===== src/rtl/dmem_bus_if_pkg.sv =====
// Shared definitions for the data-memory bus interface: FSM state encodings,
// the all-lanes byte enable and the word-alignment helper.
package dmem_bus_if_pkg;

    // M-side (pipeline-facing) sequencer states
    typedef enum logic [1:0] {
        M_IDLE  = 2'd0,
        M_DRAIN = 2'd1,
        M_LOAD  = 2'd2,
        M_DONE  = 2'd3
    } m_state_t;

    // Bus-side sequencer states
    typedef enum logic {
        B_IDLE = 1'b0,
        B_BUSY = 1'b1
    } b_state_t;

    localparam logic [3:0]  BE_ALL          = 4'hF;
    localparam logic [31:0] WORD_ALIGN_MASK = 32'hFFFF_FFFC;

    // Clear the byte offset so the bus only ever sees word addresses
    function automatic logic [31:0] word_align(input logic [31:0] addr);
        return addr & WORD_ALIGN_MASK;
    endfunction

endpackage


===== src/rtl/dmem_bus_if_wbuf_fifo.sv =====
// Posted-store buffer: DEPTH-entry FIFO of {addr,data,be}. Push and pop may
// happen in the same cycle even when full (the popped slot is reused).
module dmem_bus_if_wbuf_fifo
    import dmem_bus_if_pkg::*;
#(
    parameter int DEPTH = 4,
    parameter int WIDTH = 68
) (
    input  logic             clk,
    input  logic             reset,
    input  logic             push,
    input  logic [WIDTH-1:0] push_data,
    input  logic             pop,
    output logic             full,
    output logic             empty,
    output logic [WIDTH-1:0] head
);

    localparam int              PW       = $clog2(DEPTH);
    localparam logic [PW-1:0]   PTR_ONE  = PW'(1);
    localparam logic [PW:0]     CNT_ONE  = (PW+1)'(1);
    localparam logic [PW:0]     CNT_FULL = (PW+1)'(DEPTH);

    logic [WIDTH-1:0] r_mem [DEPTH];
    logic [PW-1:0]    r_wr_ptr;
    logic [PW-1:0]    r_rd_ptr;
    logic [PW:0]      r_count;
    logic             w_do_push;
    logic             w_do_pop;

    assign w_do_pop  = pop && (r_count != '0);
    assign w_do_push = push && ((r_count != CNT_FULL) || w_do_pop);
    assign full      = (r_count == CNT_FULL);
    assign empty     = (r_count == '0);
    assign head      = r_mem[r_rd_ptr];

    // Entry storage; contents are don't-care while the count says empty
    always_ff @(posedge clk) begin
        if (w_do_push) begin
            r_mem[r_wr_ptr] <= push_data;
        end
    end

    // Pointers wrap naturally because DEPTH is a power of two
    always_ff @(posedge clk or negedge reset) begin
        if (!reset) begin
            r_wr_ptr <= '0;
            r_rd_ptr <= '0;
            r_count  <= '0;
        end else begin
            if (w_do_push) r_wr_ptr <= r_wr_ptr + PTR_ONE;
            if (w_do_pop)  r_rd_ptr <= r_rd_ptr + PTR_ONE;
            case ({w_do_push, w_do_pop})
                2'b10:   r_count <= r_count + CNT_ONE;
                2'b01:   r_count <= r_count - CNT_ONE;
                default: r_count <= r_count;
            endcase
        end
    end

endmodule


===== src/rtl/dmem_bus_if.sv =====
// Data-memory interface behind the M stage. Stores are posted into a write
// buffer and acked after one cycle; loads wait for the buffer and the bus to
// go idle, then issue a single read. One bus transaction is outstanding at a
// time.
//
// Bus handshake: bus_req rises with bus_we/bus_addr/bus_wdata/bus_be valid and
// all of them stay constant until the agent returns a one-cycle bus_ack
// (bus_rdata valid in that same cycle for reads). bus_req is low in the cycle
// after bus_ack. A buffered store leaves the buffer only when its bus_ack
// arrives, so the head entry occupies a slot for the whole bus cycle.
module dmem_bus_if
    import dmem_bus_if_pkg::*;
#(
    parameter int WB_DEPTH = 4,
    parameter int AW       = 32
) (
    input  logic          clk,
    input  logic          reset,
    input  logic          mem_read_M,
    input  logic          mem_write_M,
    input  logic [31:0]   alu_out_M,
    input  logic [31:0]   write_data_M,
    input  logic [3:0]    byte_en_M,
    input  logic          m_advance,
    input  logic          kill_M,
    output logic [31:0]   read_data_M,
    output logic          data_mem_ack,
    output logic          bus_req,
    output logic          bus_we,
    output logic [AW-1:0] bus_addr,
    output logic [31:0]   bus_wdata,
    output logic [3:0]    bus_be,
    input  logic          bus_ack,
    input  logic [31:0]   bus_rdata,
    output logic [1:0]    dbg_m_state,
    output logic          dbg_b_state
);

    localparam int EW = AW + 36;

    m_state_t      r_m_state;
    b_state_t      r_b_state;
    logic          r_ack;
    logic [31:0]   r_rdata;
    logic [AW-1:0] r_ld_addr;
    logic          r_bus_req;
    logic          r_bus_we;
    logic [AW-1:0] r_bus_addr;
    logic [31:0]   r_bus_wdata;
    logic [3:0]    r_bus_be;

    logic [31:0]   w_addr_aligned;
    logic [AW-1:0] w_addr;
    logic [EW-1:0] w_push_entry;
    logic [EW-1:0] w_head;
    logic [AW-1:0] w_head_addr;
    logic [31:0]   w_head_data;
    logic [3:0]    w_head_be;
    logic          w_full;
    logic          w_empty;
    logic          w_bus_done;
    logic          w_pop;
    logic          w_push;
    logic          w_issue_rd;

    assign w_addr_aligned = word_align(alu_out_M);
    assign w_addr         = w_addr_aligned[AW-1:0];
    assign w_push_entry   = {w_addr, write_data_M, byte_en_M};
    assign w_head_addr    = w_head[EW-1 -: AW];
    assign w_head_data    = w_head[35:4];
    assign w_head_be      = w_head[3:0];

    assign w_bus_done = (r_b_state == B_BUSY) && bus_ack;
    // A write's slot is released by its own bus_ack
    assign w_pop      = w_bus_done && r_bus_we;
    // A store in a full buffer may take the slot freed in the same cycle
    assign w_push     = (r_m_state == M_IDLE) && !kill_M && mem_write_M &&
                        (!w_full || w_pop);
    // Loads never overtake buffered stores: issue only once all are on memory
    assign w_issue_rd = (r_m_state == M_DRAIN) && !kill_M && w_empty &&
                        (r_b_state == B_IDLE);

    dmem_bus_if_wbuf_fifo #(
        .DEPTH (WB_DEPTH),
        .WIDTH (EW)
    ) u_wbuf (
        .clk       (clk),
        .reset     (reset),
        .push      (w_push),
        .push_data (w_push_entry),
        .pop       (w_pop),
        .full      (w_full),
        .empty     (w_empty),
        .head      (w_head)
    );

    // M-side sequencer: accepts one M-stage access, returns a registered ack
    always_ff @(posedge clk or negedge reset) begin
        if (!reset) begin
            r_m_state <= M_IDLE;
            r_ack     <= 1'b0;
            r_rdata   <= '0;
            r_ld_addr <= '0;
        end else begin
            case (r_m_state)
                M_IDLE: begin
                    if (!kill_M) begin
                        if (mem_write_M) begin
                            if (w_push) begin
                                r_m_state <= M_DONE;
                                r_ack     <= 1'b1;
                            end
                        end else if (mem_read_M) begin
                            r_ld_addr <= w_addr;
                            r_m_state <= M_DRAIN;
                        end
                    end
                end
                M_DRAIN: begin
                    if (kill_M) begin
                        r_m_state <= M_IDLE;
                    end else if (w_issue_rd) begin
                        r_m_state <= M_LOAD;
                    end
                end
                M_LOAD: begin
                    // A killed load lets its bus read finish on its own
                    if (kill_M) begin
                        r_m_state <= M_IDLE;
                    end else if (w_bus_done && !r_bus_we) begin
                        r_rdata   <= bus_rdata;
                        r_ack     <= 1'b1;
                        r_m_state <= M_DONE;
                    end
                end
                M_DONE: begin
                    if (kill_M || m_advance) begin
                        r_ack     <= 1'b0;
                        r_rdata   <= '0;
                        r_m_state <= M_IDLE;
                    end
                end
                default: r_m_state <= M_IDLE;
            endcase
        end
    end

    // Bus-side sequencer: buffer head first, then a pending load read
    always_ff @(posedge clk or negedge reset) begin
        if (!reset) begin
            r_b_state   <= B_IDLE;
            r_bus_req   <= 1'b0;
            r_bus_we    <= 1'b0;
            r_bus_addr  <= '0;
            r_bus_wdata <= '0;
            r_bus_be    <= '0;
        end else begin
            case (r_b_state)
                B_IDLE: begin
                    if (!w_empty) begin
                        r_bus_req   <= 1'b1;
                        r_bus_we    <= 1'b1;
                        r_bus_addr  <= w_head_addr;
                        r_bus_wdata <= w_head_data;
                        r_bus_be    <= w_head_be;
                        r_b_state   <= B_BUSY;
                    end else if (w_issue_rd) begin
                        r_bus_req   <= 1'b1;
                        r_bus_we    <= 1'b0;
                        r_bus_addr  <= r_ld_addr;
                        r_bus_wdata <= '0;
                        r_bus_be    <= BE_ALL;
                        r_b_state   <= B_BUSY;
                    end
                end
                B_BUSY: begin
                    if (bus_ack) begin
                        r_bus_req   <= 1'b0;
                        r_bus_we    <= 1'b0;
                        r_bus_addr  <= '0;
                        r_bus_wdata <= '0;
                        r_bus_be    <= '0;
                        r_b_state   <= B_IDLE;
                    end
                end
                default: r_b_state <= B_IDLE;
            endcase
        end
    end

    assign read_data_M  = r_rdata;
    assign data_mem_ack = r_ack;
    assign bus_req      = r_bus_req;
    assign bus_we       = r_bus_we;
    assign bus_addr     = r_bus_addr;
    assign bus_wdata    = r_bus_wdata;
    assign bus_be       = r_bus_be;
    assign dbg_m_state  = r_m_state;
    assign dbg_b_state  = r_b_state;

endmodule


===== config.mk =====
export PLATFORM = sky130hd
export DESIGN_NAME = dmem_bus_if
export DESIGN_NICKNAME = d
export VERILOG_FILES = /design/src/rtl/dmem_bus_if_pkg.sv /design/src/rtl/dmem_bus_if_wbuf_fifo.sv /design/src/rtl/dmem_bus_if.sv
export SDC_FILE = /design/constraint.sdc
export NUM_CORES = 1
export LEC_CHECK = 0
export CORE_ASPECT_RATIO = 1.75
export CORE_MARGIN = 2
export CORE_UTILIZATION = 49
export CTS_CLUSTER_DIAMETER = 120
export DETAILED_ROUTE_END_ITERATION = 12
export HOLD_SLACK_MARGIN = 0.02
export PLACE_DENSITY_LB_ADDON = 0.05
export SKIP_CTS_REPAIR_TIMING = 1
export SLEW_MARGIN = 15
export SYNTH_ARGS = -nofsm -noshare
export SYNTH_HDL_FRONTEND = slang
export SYNTH_SLANG_ARGS = --single-unit

===== constraint.sdc =====
create_clock -name clk -period 3 [get_ports clk]
set_input_delay 0.45 -clock clk [delete_from_list [all_inputs] [get_ports clk]]
set_output_delay 0.45 -clock clk [all_outputs]
set_load 0.1 [all_outputs]

==> out/qor.csv <==
metric,value,unit
outcome,completed,
grt_first_pass_wirelength,49300,microns
crit_path_end_kind,flop,
cts_tree,built,
finalCoreUtilization,62.2,%
placementRows,85,
multiInputGateArea,3590,sq um
flip_flop_and_latch_count_after_synthesis,405,
grt_pass1_vias,8568,
detail_route.first_pass.iterations,4,
p_leak,7.43,nW
r2r_cells,8,
layout_setup_ws,501,ps
maxClockFrequency,0.400,GHz
cts_buffer_depth,3,
min_period,2500,ps
clock_root_buffer,sky130_fd_sc_hd__clkbuf_16,
synth.avg_cell_area,17.9,sq um
power_switching_share,41.6,%
relSlewSlack,44.0,%
synth-async-reset-ratio,34.8,%
pwr-share-clk,22.7,%
finalSetupTns,0,ps
routed-via-count,8214,
synth-edff-count,264,
global_route.usage.met1,24.4,%
hold-worst-slack,410,ps
routed_wire_length_per_instance,21.3,microns
synth_largest_area_cell,sky130_fd_sc_hd__edfxtp_1,
rsz0062_at_grt,no,
criticalPathCategory,reg -> reg,
synthTopCellsByArea,"sky130_fd_sc_hd__edfxtp_1 52%, sky130_fd_sc_hd__dfrtp_1 23%, sky130_fd_sc_hd__mux4_2 9.7%",
clk_lat_worst_skew,530,ps
maximum_number_of_pins_on_one_net_before_global_route_repair,82,
pin_count,213,
antenna_found_initial,0,
wirelength,31900,microns
netlist_area_before_placement,15300,sq um
post_drt_via_cell_ratio,5.48,
placed_cell_area,17800,sq um
final_cell_mix,"264 x sky130_fd_sc_hd__edfxtp_1, 139 x sky130_fd_sc_hd__dfrtp_1, 119 x sky130_fd_sc_hd__buf_4",
critPathRequiredTime,3410,ps
fillCellCount,2273,
report.final.setup_viol,0,
globalRoute.busiestLayer,met2,
fraction_of_layout_instances_using_a_drive_strength_above_1,28.3,%
timing.hold.worst.class,in -> async,
area.sequential,11500,sq um
seq_area_frac_synth,75.0,%
timing.critical_path.fanout_max,10,
slew_limit_fails,0,
detailedPlacementHpwl,19300,microns
power.share.combinational,41.0,%
buffer_ports.inserted,208,
grt_overflow_total,0,
synthDistinctLibCells,45,
final_hold_viol_count,0,
pre_cts_slack,150,ps
count_of_clock_tree_sinks,405,
finalInstanceArea,19100,sq um
layout.nets,1193,
h_tree_levels,2,
final_min_period_over_clock_period,83.3,%
groute.layer.met3.usage,4.63,%
fp.dieArea,32700,sq um
clk_pin_slew_worst_paths,70,ps
postSynth.topFlopCell,sky130_fd_sc_hd__edfxtp_1,
gp_congestion,0.747,
final_common_cell,sky130_fd_sc_hd__edfxtp_1,
reg2reg_slack,500,ps
core_area,30700,sq um
drcViolationCount,0,
rr_startpoint,dbg_m_state[1]$_DFFE_PN0P_,
gr-usage-met2,35.9,%
n_antenna_cell,0,
cap_viol_max_count,0,
worstSetupStartpointType,flop,
seqPwrFrac,36.3,%
syn_to_final_growth,25.1,%
floorplan.initialDensity,49.7,%
finClkSkew,16.0,ps
worst-slew-pin-transition,839,ps
critPathArrivalTime,2900,ps
global_route.usage.total,20.2,%
die-width,137,microns
detail-route-antenna-nets,0,
ir_drop,0.875,mV
die-height,238,microns
post-synth-top-area-fraction,51.9,%
worst_reg2reg_endpoint,u_wbuf.r_count[2]$_DFFE_PN0P_,
sw_pwr,8.96,mW
syn-instance-count,852,
detail_route.iter0.violations,310,
internal_power,12.6,mW
synth-warning-count,0,
numCtsBuffers,37,
powerDensity,1130,nW/um^2
## flip-flops by register name (all words and copies together) (netlist names)
register	flops
data_mem_ack	1
u_wbuf.r_wr_ptr	2
r_ld_addr	30
bus_we	1
bus_be	4
dbg_m_state	2
u_wbuf.r_mem	264
bus_wdata	32
bus_addr	30
u_wbuf.r_rd_ptr	2
bus_req	1
u_wbuf.r_count	3
read_data_M	32
dbg_b_state	1
## kinds of logic after synthesis
| group | count (synthesis) | share of synthesized area, % |
|---|---|---|
| muxes | 110 | 12.9 |
| xor gates and xnor gates | 6 | 0.344 |
| other | 1 | 0.0245 |
| buffers and inverters | 59 | 1.73 |
| AOI/OAI and AO/OA | 115 | 5.39 |
| DFF | 405 | 75.0 |
| and+or+nand+nor | 150 | 4.11 |
| adders and majority gates | 6 | 0.541 |
## Yosys cell counts, types with 3 or more instances
cell type                  number
sky130_fd_sc_hd__a22o_1        33
sky130_fd_sc_hd__a22oi_1       21
sky130_fd_sc_hd__and2_1         5
sky130_fd_sc_hd__buf_1          3
sky130_fd_sc_hd__buf_2         13
sky130_fd_sc_hd__buf_4          3
sky130_fd_sc_hd__clkbuf_1      31
sky130_fd_sc_hd__dfrtp_1      141
sky130_fd_sc_hd__edfxtp_1     264
sky130_fd_sc_hd__ha_1           5
sky130_fd_sc_hd__inv_1          7
sky130_fd_sc_hd__mux2_2        32
sky130_fd_sc_hd__mux2i_1       12
sky130_fd_sc_hd__mux4_2        66
sky130_fd_sc_hd__nand2_1      118
sky130_fd_sc_hd__nor2_1        12
sky130_fd_sc_hd__o21ai_0       39
sky130_fd_sc_hd__o21ai_2       10
sky130_fd_sc_hd__xnor2_1        4
## power groups by stage
stage / Clock [mW] / Sequential, mW / Combinational [mW]
after floorplan: 0 / 11.7 / 2.89
after global placement: 0 / 7.94 / 8.89
after detailed placement: 0 / 7.96 / 8.97
after CTS: 5.03 / 7.86 / 8.96
after global routing: 5.24 / 7.99 / 9.31
final: 4.89 / 7.84 / 8.85
## layer usage
| metal | up-vias | share of wire (%) |
|---|---|---|
| met5 | - | 0 |
| met4 | 0 | 2.3 |
| met3 | 48 | 6.1 |
| met2 | 211 | 54 |
| met1 | 4237 | 38 |
| li1 | 3718 | - |
## through the flow
stage | cells | total power, mW
2_1_floorplan | 853 | 14.6
5_1_grt | 1500 | 22.5
3_3_place_gp | 1431 | 16.8
6_report | 1500 | 21.6
4_1_cts | 1499 | 21.9
3_5_place_dp | 1431 | 16.9
## layout make-up
type,count,area share (%)
Clock inverter,16,1.05
Sequential cell,405,60.0
Multi-Input combinational cell,389,18.8
Tap cell,391,2.56
Clock buffer,52,5.67
Timing Repair Buffer,240,11.9
Inverter,7,0.137
## worst max-delay path by stage
stage	cells after the start	end	startpoint	slack [ps]
after floorplan	4	u_wbuf.r_mem[0][0]$_DFFE_PP_	dbg_m_state[0]$_DFFE_PN0P_	-150
after global placement	9	u_wbuf.r_count[2]$_DFFE_PN0P_	mem_write_M	150
after detailed placement	9	u_wbuf.r_count[2]$_DFFE_PN0P_	mem_write_M	150
after CTS	8	u_wbuf.r_count[2]$_DFFE_PN0P_	dbg_m_state[1]$_DFFE_PN0P_	490
after global routing	8	u_wbuf.r_count[2]$_DFFE_PN0P_	dbg_m_state[1]$_DFFE_PN0P_	290
final	8	u_wbuf.r_count[2]$_DFFE_PN0P_	dbg_m_state[1]$_DFFE_PN0P_	500
## worst max-delay path: stages (launching register included)
cell and delay (ps):
sky130_fd_sc_hd__dfrtp_1 480, sky130_fd_sc_hd__or4b_2 730, sky130_fd_sc_hd__nor2_2 140, sky130_fd_sc_hd__inv_1 70
sky130_fd_sc_hd__ha_1 210, sky130_fd_sc_hd__fa_1 380, sky130_fd_sc_hd__xnor2_1 160, sky130_fd_sc_hd__nor2_1 60
sky130_fd_sc_hd__xor2_1 140
Power figures use the tool's default switching activity.
